## config.mk

```make
export PLATFORM = sky130hd
export DESIGN_NAME = uart_hex_fmt_flat
export DESIGN_NICKNAME = d
export VERILOG_FILES = /design/src/rtl/uart_pkg.sv /design/src/rtl/uart_hex_fmt_if.sv /design/src/rtl/uart_byte_push.sv /design/src/rtl/uart_hex_fmt.sv /design/src/flat_wrapper.sv
export SDC_FILE = /design/constraint.sdc
export NUM_CORES = 1
export LEC_CHECK = 0
export BUFFER_PORTS_ARGS = -buffer_cell sky130_fd_sc_hd__buf_2
export CORE_MARGIN = 2
export CORE_UTILIZATION = 54
export CTS_BUF_LIST = sky130_fd_sc_hd__clkbuf_4 sky130_fd_sc_hd__clkbuf_8 sky130_fd_sc_hd__clkbuf_16
export DETAILED_ROUTE_END_ITERATION = 8
export PLACE_DENSITY_LB_ADDON = 0.2
export SYNTH_ARGS = -nofsm -noshare
export SYNTH_HDL_FRONTEND = slang
export SYNTH_SLANG_ARGS = --single-unit
```

## constraint.sdc

```tcl
create_clock -name clk -period 1.85 [get_ports clk]
set_input_delay 0.0925 -clock clk [delete_from_list [all_inputs] [get_ports clk]]
set_output_delay 0.0925 -clock clk [all_outputs]
set_load 0.01 [all_outputs]
```

## src/rtl/uart_pkg.sv

```systemverilog
// rtl/uart_pkg.sv - ASCII constants, state types and nibble-to-hex encoding for uart_hex_fmt
package uart_pkg;

    localparam logic [7:0] ASCII_0  = 8'h30;
    localparam logic [7:0] ASCII_A  = 8'h41;
    localparam logic [7:0] ASCII_X  = 8'h78;
    localparam logic [7:0] ASCII_CR = 8'h0D;
    localparam logic [7:0] ASCII_LF = 8'h0A;

    typedef enum logic [2:0] {
        SEQ_IDLE,
        SEQ_P0,
        SEQ_P1,
        SEQ_DIG,
        SEQ_CR,
        SEQ_LF
    } seq_state_t;

    typedef enum logic {
        PUSH_ARM,
        PUSH_ACK
    } push_state_t;

    function automatic logic [7:0] hex2ascii(input logic [3:0] nib);
        if (nib < 4'd10) begin
            return ASCII_0 + {4'h0, nib};
        end
        return ASCII_A + {4'h0, nib} - 8'd10;
    endfunction

endpackage

```

## src/rtl/uart_hex_fmt_if.sv

```systemverilog
// rtl/uart_hex_fmt_if.sv - word input and UART byte handshake bundle for uart_hex_fmt
interface uart_hex_fmt_if #(
    parameter int DATA_W = 32
);
    logic [DATA_W-1:0] val_data;
    logic              val_valid;
    logic              val_ready;
    logic [7:0]        tx_byte;
    logic              tx_en;
    logic              tx_ready;
    logic              busy;

    modport master (
        input  val_data, val_valid, tx_ready,
        output val_ready, tx_byte, tx_en, busy
    );

    modport slave (
        output val_data, val_valid, tx_ready,
        input  val_ready, tx_byte, tx_en, busy
    );
endinterface

```

## src/rtl/uart_byte_push.sv

```systemverilog
// rtl/uart_byte_push.sv - ARM/ACK request handshake pushing one byte at a time to the UART wrapper
module uart_byte_push (
    input  logic       clk,
    input  logic       rst,
    input  logic [7:0] byte_in,
    input  logic       push,
    input  logic       tx_ready,
    output logic [7:0] tx_byte,
    output logic       tx_en,
    output logic       done,
    output logic       idle
);
    import uart_pkg::*;

    push_state_t st, st_n;
    logic [7:0]  tx_byte_n;
    logic        tx_en_n;

    always_ff @(posedge clk or posedge rst) begin
        if (rst) begin
            st      <= PUSH_ARM;
            tx_byte <= 8'h00;
            tx_en   <= 1'b0;
        end else begin
            st      <= st_n;
            tx_byte <= tx_byte_n;
            tx_en   <= tx_en_n;
        end
    end

    // done is combinational so the sequencer advances on the same edge tx_en falls
    always_comb begin
        st_n      = st;
        tx_byte_n = tx_byte;
        tx_en_n   = tx_en;
        done      = 1'b0;
        case (st)
            PUSH_ARM: begin
                if (push && tx_ready) begin
                    st_n      = PUSH_ACK;
                    tx_byte_n = byte_in;
                    tx_en_n   = 1'b1;
                end
            end
            PUSH_ACK: begin
                if (!tx_ready) begin
                    st_n    = PUSH_ARM;
                    tx_en_n = 1'b0;
                    done    = 1'b1;
                end
            end
            default: st_n = PUSH_ARM;
        endcase
    end

    assign idle = (st == PUSH_ARM);

endmodule

```

## src/rtl/uart_hex_fmt.sv

```systemverilog
// rtl/uart_hex_fmt.sv - prints a word as uppercase hex + CR LF over the UART byte handshake; UART_HEX_FMT_PREFIX_EN adds "0x"
module uart_hex_fmt #(
    parameter int DATA_W = 32
) (
    input  logic           clk,
    input  logic           rst,
    uart_hex_fmt_if.master bus
);
    import uart_pkg::*;

    localparam int NIB   = DATA_W / 4;
    localparam int CNT_W = (NIB > 1) ? $clog2(NIB) : 1;

    seq_state_t        state, state_n;
    logic [DATA_W-1:0] shreg, shreg_n;
    logic [CNT_W-1:0]  cnt, cnt_n;
    logic              rdy_q;
    logic [7:0]        byte_cur;
    logic              push;
    logic              done;
    logic              push_idle;
    logic              accept;
    logic [7:0]        tx_byte_w;
    logic              tx_en_w;

    assign accept = bus.val_valid && rdy_q && push_idle;

    always_ff @(posedge clk or posedge rst) begin
        if (rst) begin
            state <= SEQ_IDLE;
            shreg <= '0;
            cnt   <= '0;
            rdy_q <= 1'b1;
        end else begin
            state <= state_n;
            shreg <= shreg_n;
            cnt   <= cnt_n;
            rdy_q <= (state_n == SEQ_IDLE);
        end
    end

    always_comb begin
        state_n  = state;
        shreg_n  = shreg;
        cnt_n    = cnt;
        byte_cur = 8'h00;
        push     = 1'b0;
        case (state)
            SEQ_IDLE: begin
                if (accept) begin
                    shreg_n = bus.val_data;
                    cnt_n   = CNT_W'(NIB - 1);
`ifdef UART_HEX_FMT_PREFIX_EN
                    state_n = SEQ_P0;
`else
                    state_n = SEQ_DIG;
`endif
                end
            end
`ifdef UART_HEX_FMT_PREFIX_EN
            SEQ_P0: begin
                push     = 1'b1;
                byte_cur = ASCII_0;
                if (done) state_n = SEQ_P1;
            end
            SEQ_P1: begin
                push     = 1'b1;
                byte_cur = ASCII_X;
                if (done) state_n = SEQ_DIG;
            end
`endif
            SEQ_DIG: begin
                push     = 1'b1;
                byte_cur = hex2ascii(shreg[DATA_W-1 -: 4]);
                if (done) begin
                    shreg_n = shreg << 4;
                    // counter parks at 0 once the last digit is out
                    if (cnt == '0) begin
                        state_n = SEQ_CR;
                    end else begin
                        cnt_n = cnt - 1'b1;
                    end
                end
            end
            SEQ_CR: begin
                push     = 1'b1;
                byte_cur = ASCII_CR;
                if (done) state_n = SEQ_LF;
            end
            SEQ_LF: begin
                push     = 1'b1;
                byte_cur = ASCII_LF;
                if (done) state_n = SEQ_IDLE;
            end
            default: state_n = SEQ_IDLE;
        endcase
    end

    uart_byte_push u_push (
        .clk      (clk),
        .rst      (rst),
        .byte_in  (byte_cur),
        .push     (push),
        .tx_ready (bus.tx_ready),
        .tx_byte  (tx_byte_w),
        .tx_en    (tx_en_w),
        .done     (done),
        .idle     (push_idle)
    );

    assign bus.tx_byte   = tx_byte_w;
    assign bus.tx_en     = tx_en_w;
    assign bus.val_ready = rdy_q;
    assign bus.busy      = ~rdy_q;

endmodule

```

## src/flat_wrapper.sv

```systemverilog
// flat-port wrapper written by rule: the top's interface ports become plain ports
module uart_hex_fmt_flat import uart_pkg::*;
#(
    parameter int DATA_W = 32
)
  (clk, rst, bus_val_data, bus_val_valid, bus_tx_ready, bus_val_ready, bus_tx_byte, bus_tx_en, bus_busy);
  uart_hex_fmt_if #(.DATA_W(DATA_W)) bus_i ();
  input  logic clk;
  input  logic rst;
  input wire logic [$bits(bus_i.val_data)-1:0] bus_val_data;
  input wire logic [$bits(bus_i.val_valid)-1:0] bus_val_valid;
  input wire logic [$bits(bus_i.tx_ready)-1:0] bus_tx_ready;
  output wire logic [$bits(bus_i.val_ready)-1:0] bus_val_ready;
  output wire logic [$bits(bus_i.tx_byte)-1:0] bus_tx_byte;
  output wire logic [$bits(bus_i.tx_en)-1:0] bus_tx_en;
  output wire logic [$bits(bus_i.busy)-1:0] bus_busy;
  assign bus_i.val_data = bus_val_data;
  assign bus_i.val_valid = bus_val_valid;
  assign bus_i.tx_ready = bus_tx_ready;
  assign bus_val_ready = bus_i.val_ready;
  assign bus_tx_byte = bus_i.tx_byte;
  assign bus_tx_en = bus_i.tx_en;
  assign bus_busy = bus_i.busy;
  uart_hex_fmt #(.DATA_W(DATA_W)) u_core (.clk(clk), .rst(rst), .bus(bus_i));
endmodule
```

==> impl_metrics.yaml <==
status:
  status: "completed"
yosys:
  ys_ff_latch: 48
  netlist_top_cells_area: "dfrtp_1 51%, nand2_1 11%, a31oi_1 8.1%, nor2_1 5.4%, a21oi_1 1.7%"
  synth_top_family_by_area: "simple AND/OR/NAND/NOR gates"
  ys_types: 38
  syn_area_um2: 2310
  synthCells: 260
  synth_top_area_share_pct: 50.9
  postSynthAreaPerCell_um2: 8.88
  synthAdderAreaFrac_pct: 1.63
  synth-simple-area-share_pct: 22.2
  yosysWarnings: 0
  yosysSeqAreaShare_pct: 52.1
  synth_compound_area_share_pct: 17.1
  post_synth_xor_area_fraction_pct: 0.758
  yosys.area.top_type: "dfrtp_1"
  synth_mux_area_share_pct: 0.650
  syn_nets: 299
worst_setup_path:
  crit_type: "register to register"
  crit_arrival_ns: 1.86
  slowest_delay_ns: 0.46
  end_kind: "register"
  crit_required_ns: 2.07
  startpoint_type: "register"
  crit_path_max_fanout: 22
  path_cells: "nand3b_2 > a2bb2o_4 > buf_12 > nor2_1 > a31oi_1"
  cpLargestDelayFamily: "compound AO/OA/AOI/OAI gates"
  slowest_stage: "dfrtp_1"
  crit_buf_inv: 1
route:
  via_per_inst: 5.38
  wire_per_inst_um: 13.0
  drt_iter0_drc: 147
  wl_um: 4650
  vias: 1931
  dr.pass1.iters: 4
  ant_nets: 0
  drcViolationCount: 0
finish:
  postLayoutCoreUtil_pct: 67.6
  final_common_cell: "nand2_1"
  final_cell_mix: "70 x nand2_1, 47 x dfrtp_1, 45 x buf_2"
  layoutNonFillerInstCount: 359
  final_nets: 347
  drive_gt1_share_pct: 23.6
  syn_to_final_growth_pct: 18.7
  multi_input_area_um2: 981
  fillers: 321
  seq_area_um2: 1200
  diodes: 0
  finish.instance_area_um2: 2740
floorplanning:
  rows: 23
  dieArea_um2: 4820
  io_pins: 47
  initial_core_util_pct: 56.9
  core_area_um2: 4060
  fp.dieW_um: 69.4
  die_y_um: 69.4
global_route:
  grt_start_max_net_pins: 26
  grt_pass1_vias: 1797
  antenna_found_initial: 0
  grt_use_total_pct: 20.9
  grt-ovfl-total: 0
  grt_pass1_wl_um: 8170
sta:
  finClkSkew_ns: 0.00278
  fmax_ghz: 0.611
  worst_slack_ns: 0.212
  finalHoldViolCount: 0
  worst_pin_slew_ns: 0.536
  tns_ns: 0
  setup_viol: 0
  whs_ns: 0.0113
  grt_setup_unrepaired: "no"
  period_needed_ns: 1.64
  relSlewSlack_pct: 64.2
  min_period_over_period_pct: 88.5
  slew_violations: 0
cts:
  clk_path_buf_depth: 2
  cts_hold_buf: 1
  cts_setup_buffers: 0
  numCtsBuffers: 5
  clk_latency_ns: 0.30
  post_cts_resized: 0
  root_buffer: "clkbuf_8"
  cts_max_level: 2
  cts.sinks: 48
  cts.clk_slew.worst_paths_ns: 0.08
  cts_tree: "built"
pwr:
  p_int_mw: 2.63
  pwr-share-clk_pct: 20.1
  swShare_pct: 34.8
  p_seq_share_pct: 44.9
  power_density_nw_per_um2: 1470
  ir_worst_vdd_mv: 0.656
  power_mw: 4.04
  comb_power_share_pct: 35.0
  p_leak_nw: 1.31
  switchingPower_mw: 1.41
placement:
  place_congestion: 0.755
  place_ws_ns: 0.208
  placed_cells: 350
  place_area_um2: 2610
  numPortBuffers: 45
  dp_hpwl_um: 3400
job:
  cap_violations: 0
min_path:
  hold_class: "input pin to register"
[synthesized netlist by cell type]
cell	count
a22oi_1	1
o211ai_1	1
a21o_1	1
nor3_1	1
a22o_1	4
nand2_1	70
dfstp_2	1
mux2_4	1
and2_1	2
a2bb2o_4	1
a2111oi_0	1
nor2_1	33
a311o_1	1
buf_6	3
ha_1	3
and3_1	2
conb_1	1
nand3_1	3
buf_2	5
a21oi_1	8
o31ai_1	2
a21oi_2	1
nor2b_1	1
inv_1	9
nand2b_1	5
a31oi_1	30
nand3b_2	1
a21boi_0	1
buf_4	2
xor2_1	1
xnor2_1	1
clkbuf_1	5
nor4_2	1
dfrtp_1	47
a31o_2	1
nand3b_1	1
o21ai_0	6
nor2_2	2
[power groups by stage]
stage          clock network [mW]  logic, mW  registers [mW]
4_1_cts                     0.832       1.43            1.81
3_5_place_dp                    0       1.43            1.83
5_1_grt                     0.876       1.63            1.88
3_3_place_gp                    0       1.38            1.81
2_1_floorplan                   0       1.08            1.78
6_report                    0.814       1.41            1.81
[registers in the layout, indices dropped and copies added, names as in the netlist]
register               cells
u_core.state               3
u_core.u_push.st           1
u_core.cnt                 3
u_core.bus.val_ready       1
u_core.u_push.tx_en        1
u_core.u_push.tx_byte      7
u_core.shreg              32
[routing by layer]
metal	wire length, um	track usage, %	vias up
li1	-	-	970
met1	2150	27.8	915
met2	2250	34.6	39
met3	184	4.07	7
met5	0	0	-
met4	60	6.75	0
[logic make-up after synthesis]
| logic type | Yosys count |
|---|---|
| AOI/OAI and AO/OA | 59 |
| and+or+nand+nor | 122 |
| adders and majority gates | 3 |
| DFF | 48 |
| muxes | 1 |
| buffers and inverters | 24 |
| xor gates and xnor gates | 2 |
| other | 1 |
[cell type report]
| class | count | share of cell area, % |
|---|---|---|
| Tap cell | 50 | 2.28 |
| Clock inverter | 1 | 1.10 |
| Inverter | 9 | 1.23 |
| Timing Repair Buffer | 56 | 12.2 |
| Multi-Input combinational cell | 188 | 35.8 |
| Clock buffer | 7 | 3.51 |
| Sequential cell | 48 | 43.9 |
[final timing paths]
kind                       slack, ns  cells after the start                                  from                              endpoint
hold / removal                  0.01                      2                       bus_val_data[1]           u_core.shreg[1]$_DFFE_PP0P_
setup / recovery                0.21                      5             u_core.state[2]$_DFF_PP0_          u_core.shreg[20]$_DFFE_PP0P_
hold reg to reg                 0.47                      2  u_core.u_push.tx_byte[4]$_DFFE_PP0P_  u_core.u_push.tx_byte[4]$_DFFE_PP0P_
max in group asynchronous       0.89                      4                                   rst          u_core.shreg[27]$_DFFE_PP0P_
min in group asynchronous       0.38                      3                                   rst  u_core.u_push.tx_byte[3]$_DFFE_PP0P_
setup reg to reg                0.21                      5             u_core.state[2]$_DFF_PP0_          u_core.shreg[20]$_DFFE_PP0P_
No activity file was read; power rests on OpenSTA's default activity.
